File: src/rtl/mux_sel_decode.sv
// One-hot mux select generator with burst hold and back-to-back bursts.
// Out-of-range indices are dropped and flagged with a one-cycle err pulse.
module mux_sel_decode #(
    parameter int N     = 16,
    parameter int LEN_W = 4,
    localparam int IDX_W = $clog2(N)
) (
    input  logic             clk,
    input  logic             rst,
    input  logic             in_valid,
    input  logic [IDX_W-1:0] in_idx,
    input  logic [LEN_W-1:0] in_len,
    output logic             in_ready,
    output logic [N-1:0]     sel,
    output logic             sel_valid,
    output logic             sel_last,
    output logic             err
);

    localparam logic [0:0] IDLE = 1'b0;
    localparam logic [0:0] HOLD = 1'b1;

    logic [0:0]       state;
    logic [LEN_W-1:0] cnt;
    logic             accept;
    logic             in_range;

    // A power-of-two N makes every index legal, so skip the compare.
    generate
        if (N == (1 << IDX_W)) begin : g_full
            assign in_range = 1'b1;
        end else begin : g_part
            localparam logic [IDX_W-1:0] LIMIT = IDX_W'(N);
            assign in_range = in_idx < LIMIT;
        end
    endgenerate

    assign sel_last = (state == HOLD) && (cnt == '0);
    assign in_ready = !rst && ((state == IDLE) || sel_last);
    assign accept   = in_valid && in_ready;

    always_ff @(posedge clk) begin
        if (rst) begin
            state     <= IDLE;
            cnt       <= '0;
            sel       <= '0;
            sel_valid <= 1'b0;
            err       <= 1'b0;
        end else begin
            err <= 1'b0;
            if (accept) begin
                if (in_range) begin
                    state     <= HOLD;
                    cnt       <= in_len;
                    sel       <= N'(1) << in_idx;
                    sel_valid <= 1'b1;
                end else begin
                    state     <= IDLE;
                    cnt       <= '0;
                    sel       <= '0;
                    sel_valid <= 1'b0;
                    err       <= 1'b1;
                end
            end else if (state == HOLD) begin
                if (cnt != '0) begin
                    cnt <= cnt - 1'b1;
                end else begin
                    state     <= IDLE;
                    sel       <= '0;
                    sel_valid <= 1'b0;
                end
            end
        end
    end

endmodule

File: config.mk
export PLATFORM = sky130hd
export DESIGN_NAME = mux_sel_decode
export DESIGN_NICKNAME = d
export VERILOG_FILES = /design/src/rtl/mux_sel_decode.sv
export SDC_FILE = /design/constraint.sdc
export NUM_CORES = 1
export LEC_CHECK = 0
export ABC_CLOCK_PERIOD_IN_PS = 1720
export CORE_ASPECT_RATIO = 1.2
export CORE_MARGIN = 1
export CORE_UTILIZATION = 44
export CTS_CLUSTER_SIZE = 28
export DETAILED_ROUTE_END_ITERATION = 6
export PLACE_DENSITY = 0.77
export SYNTH_ARGS = -nofsm -noshare
export SYNTH_HDL_FRONTEND = slang
export SYNTH_SLANG_ARGS = --single-unit
File: constraint.sdc
create_clock -name clk -period 1.72 [get_ports clk]
set_input_delay 0.344 -clock clk [delete_from_list [all_inputs] [get_ports clk]]
set_output_delay 0.344 -clock clk [all_outputs]
set_load 0.05 [all_outputs]
After elaboration in Yosys (flattened, before gate mapping)

Cells that the tools add are included.
Widths: inputs -> output; s select.

Flip-flop bits (word level): 22
Output and inout bits: 20

Add/sub/neg operators: 1
Equal/unequal tests: 1
Shift operators: 1
Mux-type cells: 12
Bitwise logic cells: 1
Reductions and logical operators: 11

Operators with widths:

| kind                 | count |
|---|---|
| $mux 16              | 3 |
| $shl 1x4->16 const A | 1 |
| $mux 4               | 3 |
| $mux 1               | 6 |
| $logic_not 4->1      | 1 |
| $reduce_and 2->1     | 2 |
| $reduce_bool 2->1    | 2 |
| $reduce_bool 4->1    | 1 |
| $sub 4x1->4 const B  | 1 |
| $logic_and 1x1->1    | 3 |
| $ne 2x2->1 const B   | 1 |
| $logic_not 1->1      | 1 |
| $logic_or 1x1->1     | 1 |
| $not 1->1            | 1 |

Depth between registers and ports, before layout

Gate-level depths: netlist of the first run.

Depth after elaboration: 7
Depth in mapped cells: 7
Mapped depth without buffers: 5

Least setup slack after synthesis of the first run

No wires, ideal clock.

Path kind: reg-to-output
Start point: reg cnt[0]
End point: out in_ready
Arrival: 1.848 ns
Data required time: 1.376 ns
Setup slack: -0.472 ns
Stages on the path, launching flop included: 6
Path buffers: 1
Path through: dfxtp_1 -> inv_1 -> ha_1 -> or3b_1 -> buf_6 -> a21oi_1

Cells in the longest elaborated chain, start to end: 4

Ends and longest elaborated chain:

| item                   | RTL line | RTL |
|---|---|---|
| from (decl)            | 24       | `logic [LEN_W-1:0] cnt;` |
| from (signal assigned) | 54       | `cnt <= in_len;` |
| from (signal assigned) | 66       | `cnt <= cnt - 1'b1;` |
| $logic_not 4->1        | 38       | `assign sel_last = (state == HOLD) && (cnt == '0);` |
| $logic_and 1x1->1      | 38       |  |
| $logic_or 1x1->1       | 39       | `assign in_ready = !rst && ((state == IDLE) \|\| sel_last);` |
| $logic_and 1x1->1      | 39       |  |
| to (decl)              | 13       | `output logic in_ready,` |

Every way passes these cells.

Final worst setup path of the first run

Start point: reg cnt[1]
End point: out in_ready

Same word-level chain as after synthesis.

==> results of run 1 <==
cell usage in the layout, fill, tap and decap left out, drive strengths merged, types with 3 or more instances in the layout:
cell type,Yosys,layout
nand2,4,4
a32o,16,16
nor3b,4,4
clkdlybuf4s50,0,10
inv,4,4
a21oi,5,5
buf,7,35
dfxtp,22,22
nor2b,3,3
clkbuf,0,3
timing repair:
item | 4_1_cts | 5_1_grt
gates resized for setup | 4 | 7
setup buffers | 2 | 6
pin swaps | 2 | 4
endpoints found under the hold margin | 0 | 0
setup endpoints to repair | 1 | 19
Yosys cell counts, drive strengths merged (2+ instances only):
library cell	count
a21oi	5
a31oi	2
a32o	16
buf	7
dfxtp	22
inv	4
nand2	4
nor2	2
nor2b	3
nor3	2
nor3b	4
o21ai	2
flip-flops by register name, indices dropped and copies added (netlist names):
register,flops
cnt,4
sel_valid,1
sel,16
state,1
cell families (layout without fill, tap and decap cells):
group / after synthesis / after routing / share of synthesized area, %
buf+inv: 11 / 53 / 7.28
other cells: 1 / 1 / 0.383
compound gates: 33 / 33 / 28.2
simple gates: 22 / 22 / 17.9
fa+ha+maj: 1 / 1 / 1.28
flops: 22 / 22 / 45.0
power groups by stage:
stage / Combinational (uW) / Clock (uW) / Sequential (uW)
2_1_floorplan: 186 / 0 / 585
3_3_place_gp: 293 / 0 / 561
3_5_place_dp: 299 / 0 / 562
4_1_cts: 318 / 396 / 551
5_1_grt: 383 / 421 / 556
6_report: 361 / 393 / 553
routing by layer:
metal  global-route usage [%]  vias up  wire length, um
met5                        0        -                0
met3                     3.02        4               93
li1                         -      438                -
met1                     22.2      446              994
met2                     33.8       27             1330
met4                     10.1        0               38
worst register-to-register path, delay by kind of cell, from the launching register on:
kind | cells | cell delay [ps]
DFF | 1 | 360
buffers and inverters | 5 | 570
adders and majority gates | 1 | 150
and+or+nand+nor | 2 | 450
AOI/OAI and AO/OA | 1 | 120
stage by stage:
stage	TNS (ps)	instances	cell area, sq um
after CTS	-207	156	1390
final	-269	162	1460
after global routing	-951	162	1460
after global placement	-568	150	1300
after detailed placement	-1570	150	1300
after floorplan	0	90	995
worst max-delay path by stage:
stage                to  cells past startpoint  startpoint  slack, ps
2_1_floorplan  in_ready                      5      cnt[0]        0.5
3_3_place_gp    sel[12]                      4    in_valid        -40
3_5_place_dp     sel[8]                      4    in_valid       -110
4_1_cts        in_ready                      5      cnt[0]       -200
5_1_grt        in_ready                      5      cnt[1]       -250
6_report       in_ready                      5      cnt[1]       -180
cell type report:
cell class | count | area, sq um
clock buffer | 3 | 22.5
tap | 30 | 37.5
clock inverter | 1 | 30.0
timing repair buffer | 45 | 407
fill | 171 | 617
inverter | 4 | 15.0
multi-input combinational | 57 | 500
sequential | 22 | 443
==> out/results.ini, run 1 <==
[power_and_ir_drop]
p_sw_uw=367
p_per_area_nw_per_um2=899
seqPwrFrac_pct=42.3
leakage_uw=0.000592
pwr-share-clk_pct=30.1
ir_drop_mv=0.742
switching_share_pct=28.0
intPower_uw=941
p_comb_share_pct=27.6
finalPower_uw=1310

[routing]
dr_total_vias=915
drtPass1Iterations=4
ant_nets=0
drt_iter0_drc=18
routedWlPerCell_um=15.2
via_per_inst=5.65
wirelength_mm=2.46
drc=0

[critical_path]
reg2reg_depth=9
reg2reg_to=sel[1]
cp.required_ps=1380
cp_max_fo=2
r2r_slack_ps=20
crit_arrival_ps=1560
path_class=reg -> out
setup.worst_path.end_class=primary output
crit_path_cell_trace=inv_2 -> ha_4 -> or3b_4 -> a21oi_4 -> buf_12
cpPeakStageDelay_ps=390
start_kind=flip-flop
r2r-start=cnt[1]
slowest_stage=or3b_4
crit_buf_inv=2
cp_top_family=simple AND/OR/NAND/NOR gates

[sta]
slew_viol_final=0
fin_crit_sh_pct=111
fin_ws_ps=-185
clock_skew_ps=10.9
layout_min_cycle_time_ps=1900
grt_setup_unrepaired=true
hold_ws_ps=486
setup_viol_count_final=2
hold_viol_final=0
fmax_ghz=0.525

[layout]
areaGrowthSynthToFinish_pct=48.5
drive_gt1_share_pct=40.9
num_antenna_cells=0
finish.utilization_pct=70.2
final_nets=145

[yosys]
synth_top_cell_area_share_pct=45.0
synth-seq-cells=22
yosys_most_used_dff=dfxtp_1
syn_nets=102
synth_cells=90
synth.avg_cell_area_sq_um=10.9
synthTopCellsByArea=dfxtp_1 45%, a32o_1 15%, buf_6 3.4%
synthArstFlopShare_pct=0
synth_edf_count=0
yosysWarnings=0
ys_seq_area_share_pct=45.0
syn-cell-area_sq_um=980
synth.distinct_cells=34
yosysTopAreaCell=dfxtp_1

[clock_network]
cts_buffer_depth=2
cts_tree=built
cts_root_buf=clkbuf_4
numCtsBuffers=3
htree_levels=1
cts.clk_slew.worst_paths_ps=130
clock_sinks=22
clock_latency_ps=310
cts_hold_buf=0

[floorplanning]
dieArea_sq_um=2420
coreArea_sq_um=2070
dieWidth_um=45.1
io_pins=31
die_h_um=53.7
start_util_pct=47.3
fp-row-count=18

[place]
gp_congestion=0.911
place_ws_ps=-109
portBuffers=29
dp_hpwl_mm=1.68

[grt]
first_global_vias=747
grt.total_usage_pct=19.3
grt_pass1_wl_mm=3.31
overflow=0
grt_antenna_before_repair=0
grt_max_degree=19

[min_path]
hold_path.class=reg -> reg
worstHoldStart=sel[13]
min_to=sel[13]
min_path_cells=1

[run]
maxCapViolations=0

[outcome]
violations=setup timing
status=finished, violations left

No activity file was read; power rests on OpenSTA's default activity.
==> run 2: changes to the inputs <==
ABC_AREA = 1   (was not set)
CORE_UTILIZATION = 45   (was 44)
PLACE_DENSITY = 0.75   (was 0.77)
==> run 2 against run 1 <==
  * Via count increased by 35%
  * Non-clock buffer count fell by 6
  * Flip-flop and latch count did not move
  * Die area rose by 25%
  * Critical path depth did not move
  * Total power decreased by 5.0%
  * Wire length up 18%
  * The flow now finishes without violations
  * Cell area increased by 11%
  * Global-route usage rose by 2.2 points
  * Register-to-register slack improved by 180 ps
  * Largest cell class unchanged
  * Worst setup slack better by 240 ps
  * Clock skew is 9.8 ps lower
==> out/results.ini, run 2 <==
[layout]
final_nets=203  ; +40%
num_antenna_cells=0  ; unchanged
fill_cells=248  ; +45%
top_register=sel
drive_gt1_share_pct=35.3  ; -5.6 points
layout_commonest_cell=buf_4
areaGrowthSynthToFinish_pct=28.2
design_area_sq_um=1620  ; +11%
top_regs=sel: 16 flops, cnt: 4 flops
layout_common_cells=27 x buf_4, 20 x nand4_1, 20 x dfxtp_1
largest_register_ffs=16  ; unchanged

[place]
gp_congestion=0.888  ; -2.5%
portBuffers=29  ; unchanged
place_area_sq_um=1520  ; +17%
dp_hpwl_mm=2.01  ; +20%

[yosys]
synth.avg_cell_area_sq_um=7.92  ; -27%
synth_edf_count=0  ; unchanged
syn-cell-area_sq_um=1260  ; +29%
synthArstFlopShare_pct=0  ; unchanged
syn_nets=171  ; +68%
yosysTopAreaCell=dfxtp_1
ys_seq_area_share_pct=35.0  ; -10 points
synth_commonest_cells=22 x dfxtp_1, 20 x nand4_1, 20 x nor2_1
yosysWarnings=0  ; unchanged
synthTopCellsByArea=dfxtp_1 35%, nand4_1 9.9%, nand3_2 7.9%
synth-seq-cells=22  ; unchanged
yosys_most_used_dff=dfxtp_1
synth_top_cell_area_share_pct=35.0  ; -10 points
synth_cells=159  ; +77%
yosysMostFrequentCell=dfxtp_1
synth.distinct_cells=24  ; -29%

[routing]
ant_nets=0  ; unchanged
drc=0  ; unchanged
dr_total_vias=1236  ; +35%
routedWlPerCell_um=13.0  ; -14%
via_per_inst=5.54  ; -1.9%
wl_met1_mm=1.18  ; +19%
drtPass1Iterations=4  ; unchanged
top_layer=met4
wirelength_mm=2.90  ; +18%
wl_met3_um=150  ; +61%
wl_met2_mm=1.53  ; +15%
drt_iter0_drc=37  ; +19

[clock_network]
htree_levels=1  ; unchanged
clock_sinks=22  ; unchanged
cts_tree=built
numCtsBuffers=3  ; unchanged
clock_latency_ps=310  ; about the same
cts_buffer_depth=2  ; unchanged
cts.clk_slew.worst_paths_ps=120  ; about the same
cts_hold_buf=0  ; unchanged
cts_root_buf=clkbuf_4

[grt]
first_global_vias=1174  ; +57%
grt.total_usage_pct=21.5  ; +2.2 points
grt_antenna_before_repair=0  ; unchanged
overflow=0  ; unchanged
grt_max_degree=20  ; +1
grt_pass1_wl_mm=4.92  ; +49%

[power_and_ir_drop]
p_per_area_nw_per_um2=770  ; -14%
leakage_uw=0.000653  ; +10%
ir_drop_mv=0.505  ; -32%

[critical_path]
r2r_slack_ps=200  ; +180 ps
reg2reg_to=cnt[0]
cp_max_fo=3  ; +1
r2r-start=cnt[1]
start_kind=flip-flop
crit_arrival_ps=1320  ; -240 ps
path_class=reg -> out
cp.required_ps=1380  ; about the same
reg2reg_depth=8  ; -1
setup.worst_path.end_class=primary output

[sta]
grt_setup_unrepaired=false
slew_viol_final=0  ; unchanged
fin_crit_sh_pct=96.9  ; -14 points
layout_min_cycle_time_ps=1670  ; -237 ps
hold_viol_final=0  ; unchanged
tns_ps=0  ; +269 ps
fmax_ghz=0.600  ; +14%
setup_viol_count_final=0  ; -2
clock_skew_ps=1.16  ; -9.75 ps

[floorplanning]
dieArea_sq_um=3020  ; +25%
dieWidth_um=50.3  ; +12%
start_util_pct=48.4  ; +1.1 points
io_pins=31  ; unchanged
coreArea_sq_um=2600  ; +26%
die_h_um=60.0  ; +12%
fp-row-count=20  ; +2

[run]
maxCapViolations=0  ; unchanged

[min_path]
min_path_cells=2  ; +1
min_to=sel_valid
hold_path.class=reg -> reg
worstHoldStart=sel_valid

[outcome]
status=completed

-- run 2: how the worst max path moves through the flow --
stage	slack, ps	from	cells after the start	to
6_report	50	cnt[1]	5	sel_last
5_1_grt	7	cnt[1]	7	in_ready
4_1_cts	10	cnt[1]	7	in_ready
3_5_place_dp	60	in_valid	4	cnt[0]
3_3_place_gp	110	in_valid	4	cnt[0]
2_1_floorplan	20	cnt[0]	8	sel[0]
-- run 2: cell type report --
| cell class | instances | area (sq um) | area share (%) |
|---|---|---|---|
| Clock buffer | 4 | 36.3 | 2.25 |
| Sequential cell | 22 | 443 | 27.4 |
| Multi-Input combinational cell | 107 | 682 | 42.2 |
| Inverter | 18 | 70.1 | 4.34 |
| Timing Repair Buffer | 39 | 343 | 21.2 |
| Tap cell | 33 | 41.3 | 2.56 |
-- run 2: kinds of logic after synthesis --
group | after synthesis | share of synthesized area [%]
simple gates | 81 | 37.4
buf+inv | 30 | 12.9
compound gates | 23 | 12.7
flops | 22 | 35.0
xor+xnor | 1 | 0.695
fa+ha+maj | 1 | 0.993
other cells | 1 | 0.298
-- run 2: critical path, stage by stage (launching register included) --
cell and delay (ps):
dfxtp_2 360, inv_4 80, ha_4 140, nand2_4 60, nor2_2 200, buf_12 170
-- run 2: layer usage --
layer / up-vias / GRT usage [%]
met3: 5 / 2.80
met1: 572 / 24.0
met2: 50 / 40.6
met5: - / 0
li1: 609 / -
met4: 0 / 8.73
-- run 2: report_power, final --
group | internal [uW] | leakage, uW | switching, uW | total, uW
Clock | 129 | 0.0000210 | 161 | 291
Combinational | 151 | 0.000453 | 249 | 400
Sequential | 533 | 0.000179 | 19.2 | 553
Total | 814 | 0.000653 | 429 | 1240
-- run 2: what timing repair did --
action                                  CTS  global route
endpoints found under the setup margin    2             2
pin swaps                                 3             1
buffers inserted                          4             0
cloned                                    0             0
gates resized for setup                   8             2
-- run 2: stage by stage --
step	std cells	power, uW	setup WS, ps	hold slack (ps)	util [%]
after floorplan	159	825	21.1	524	-
after global placement	215	902	113	464	58.5
after detailed placement	215	909	63.9	466	58.5
after CTS	223	1230	15.0	484	61.8
after global routing	223	1300	7.37	503	62.1
final	223	1240	52.5	481	62.1
==> RTL edit, RTL diff (settings of run 1) <==
The parameter `LEN_W` goes from 4 to 2.
--- a/src/rtl/mux_sel_decode.sv
+++ b/src/rtl/mux_sel_decode.sv
@@ -2,7 +2,7 @@
 // Out-of-range indices are dropped and flagged with a one-cycle err pulse.
 module mux_sel_decode #(
     parameter int N     = 16,
-    parameter int LEN_W = 4,
+    parameter int LEN_W = 2,
     localparam int IDX_W = $clog2(N)
 ) (
     input  logic             clk,
Ports: changed (resized in_len); port bits go from 31 to 29. No check against the original RTL was run, so the function may have changed too.
==> RTL edit against run 1 <==
Sequential cell count is 2 lower; total power shrank 28%; count of clock-buffer cells in the layout rose by 1; sequential power fell by 12%; hold slack gained 9.7 ps; synthesized cell count shrank 22%; final area shrank 23%; synthesized area decreased by 17%; combinational power decreased by 47%; worst setup slack better by 280 ps; routed wire length down 32%; register-to-register slack improved by 130 ps; critical endpoint unchanged; largest cell class is now flip-flops and latches; largest power group unchanged; highest routed layer unchanged.
==> RTL edit: results <==
clocking:
  clk_path_buf_depth: 2
  cts_made_buffers: 3
  cts.repair.resized: 0
  ctsRootBufferMaster: "clkbuf_4"
  htreeDepth: 1
  cts.clk_slew.worst_paths_ps: 100
  postCtsSetupBuffers: 0
synthesis:
  synth_fp_nets: 80
  number_of_warnings_printed_during_yosys_synthesis: 0
  synth.top_cells.by_area: "dfxtp_1 (50%), a22o_1 (12%), a22o_2 (6.2%), nor3b_2 (3.1%), buf_6 (2.8%)"
  yosysUniqueCellTypes: 25
  ys_top_cells_by_count: "dfxtp_1 (20), a22o_1 (11), a22o_2 (5)"
  ys_seq_area_frac: 0.495
  postSynthCellCount: 70
final_layout:
  largestRegisters: "sel (16), cnt (2)"
  layout-drive-gt1-share: 0.412
  nNetsFinal: 113
  fillers: 150
global_route:
  grtUsageMet2: 0.328
  grt_max_degree: 17
  globalRouteTotalUtil: 0.208
  grtUsageMet1: 0.258
  grt_first_pass_wirelength_um: 2840
  globalRouteMet3Util: 0.0411
  grt_pass1_vias: 621
  initial_antenna_violation_count: 0
setup_path:
  cpLargestDelayFamily: "flip-flops"
  cp_slowest_stage_delay_ps: 340
  critical_path.max_fanout: 3
  worst_path_max_delay_cell: "dfxtp_2"
  crit_arrival_ps: 1280
place:
  dp.cells: 116
  dp.final_hpwl_um: 1350
  dp_slack_ps: -93.5
  io_buffer_count: 27
  gp_congestion: 0.724
detailed_routing:
  via_count: 632
  vias_per_cell: 5.27
  wire_per_inst_um: 14.0
  initial_drt_pass_iterations: 4
  drt_iter0_drc: 9
sta:
  fin_worst_skew_ps: 6.16
power:
  peakVddDrop_mv: 0.455
  power.static_leakage_nw: 0.498
worst_hold_path:
  worst_hold_path_type: "reg2reg"
run_status:
  outcome: "finished, final reports clean"
==> RTL edit: cell count changes after synthesis, moves of 3 or more <==
cell / delta
a32o_1: -15
buf_2: -3
a22o_1: +10
a22o_2: +5
nor3b_1: -4
==> RTL edit: per-layer routing <==
metal,share of wire,up-vias,routed length [um]
li1,-,324,-
met1,0.42,282,698
met2,0.52,22,869
met3,0.044,4,74
met4,0.023,0,39
met5,0,-,0
==> RTL edit: layout make-up <==
class	instances	area, um^2	share of cell area
timing repair buffer	32	285	0.254
tap	18	22.5	0.0200
sequential	20	402	0.357
clock buffer	4	36.3	0.0323
multi-input combinational	43	367	0.326
inverter	3	11.3	0.0100
==> RTL edit: power breakdown <==
part	total (mW)	switching (mW)	internal, mW
sequential	0.486	0.00778	0.478
combinational	0.192	0.111	0.0811
clock	0.267	0.138	0.129
==> RTL edit: kinds of logic after synthesis <==
group	share of synthesized area
AOI/OAI and AO/OA	0.235
and+or+nand+nor	0.192
other	0.00464
adders and majority gates	0.0155
buffers and inverters	0.0573
DFF	0.495
==> RTL edit: metrics by stage <==
step	cell area, um^2	total power [mW]	hold slack (ps)	utilization	TNS [ps]
global placement	1080	0.683	471	0.643	-386
detailed placement	1080	0.688	468	0.643	-1180
floorplan	808	0.616	490	-	0
global route	1120	0.997	526	0.668	0
CTS	1120	0.953	498	0.664	0
finish	1120	0.945	496	0.668	0
==> RTL edit: path summary, 6_finish.rpt <==
| check | start | endpoint | slack [ps] | cells past startpoint |
|---|---|---|---|---|
| worst max-delay path | cnt[0] | in_ready | 90 | 5 |
| worst max register to register | cnt[0] | sel[13] | 150 | 5 |
| worst min-delay path | sel[2] | sel[2] | 500 | 1 |
| worst min register to register | sel[2] | sel[2] | 500 | 1 |
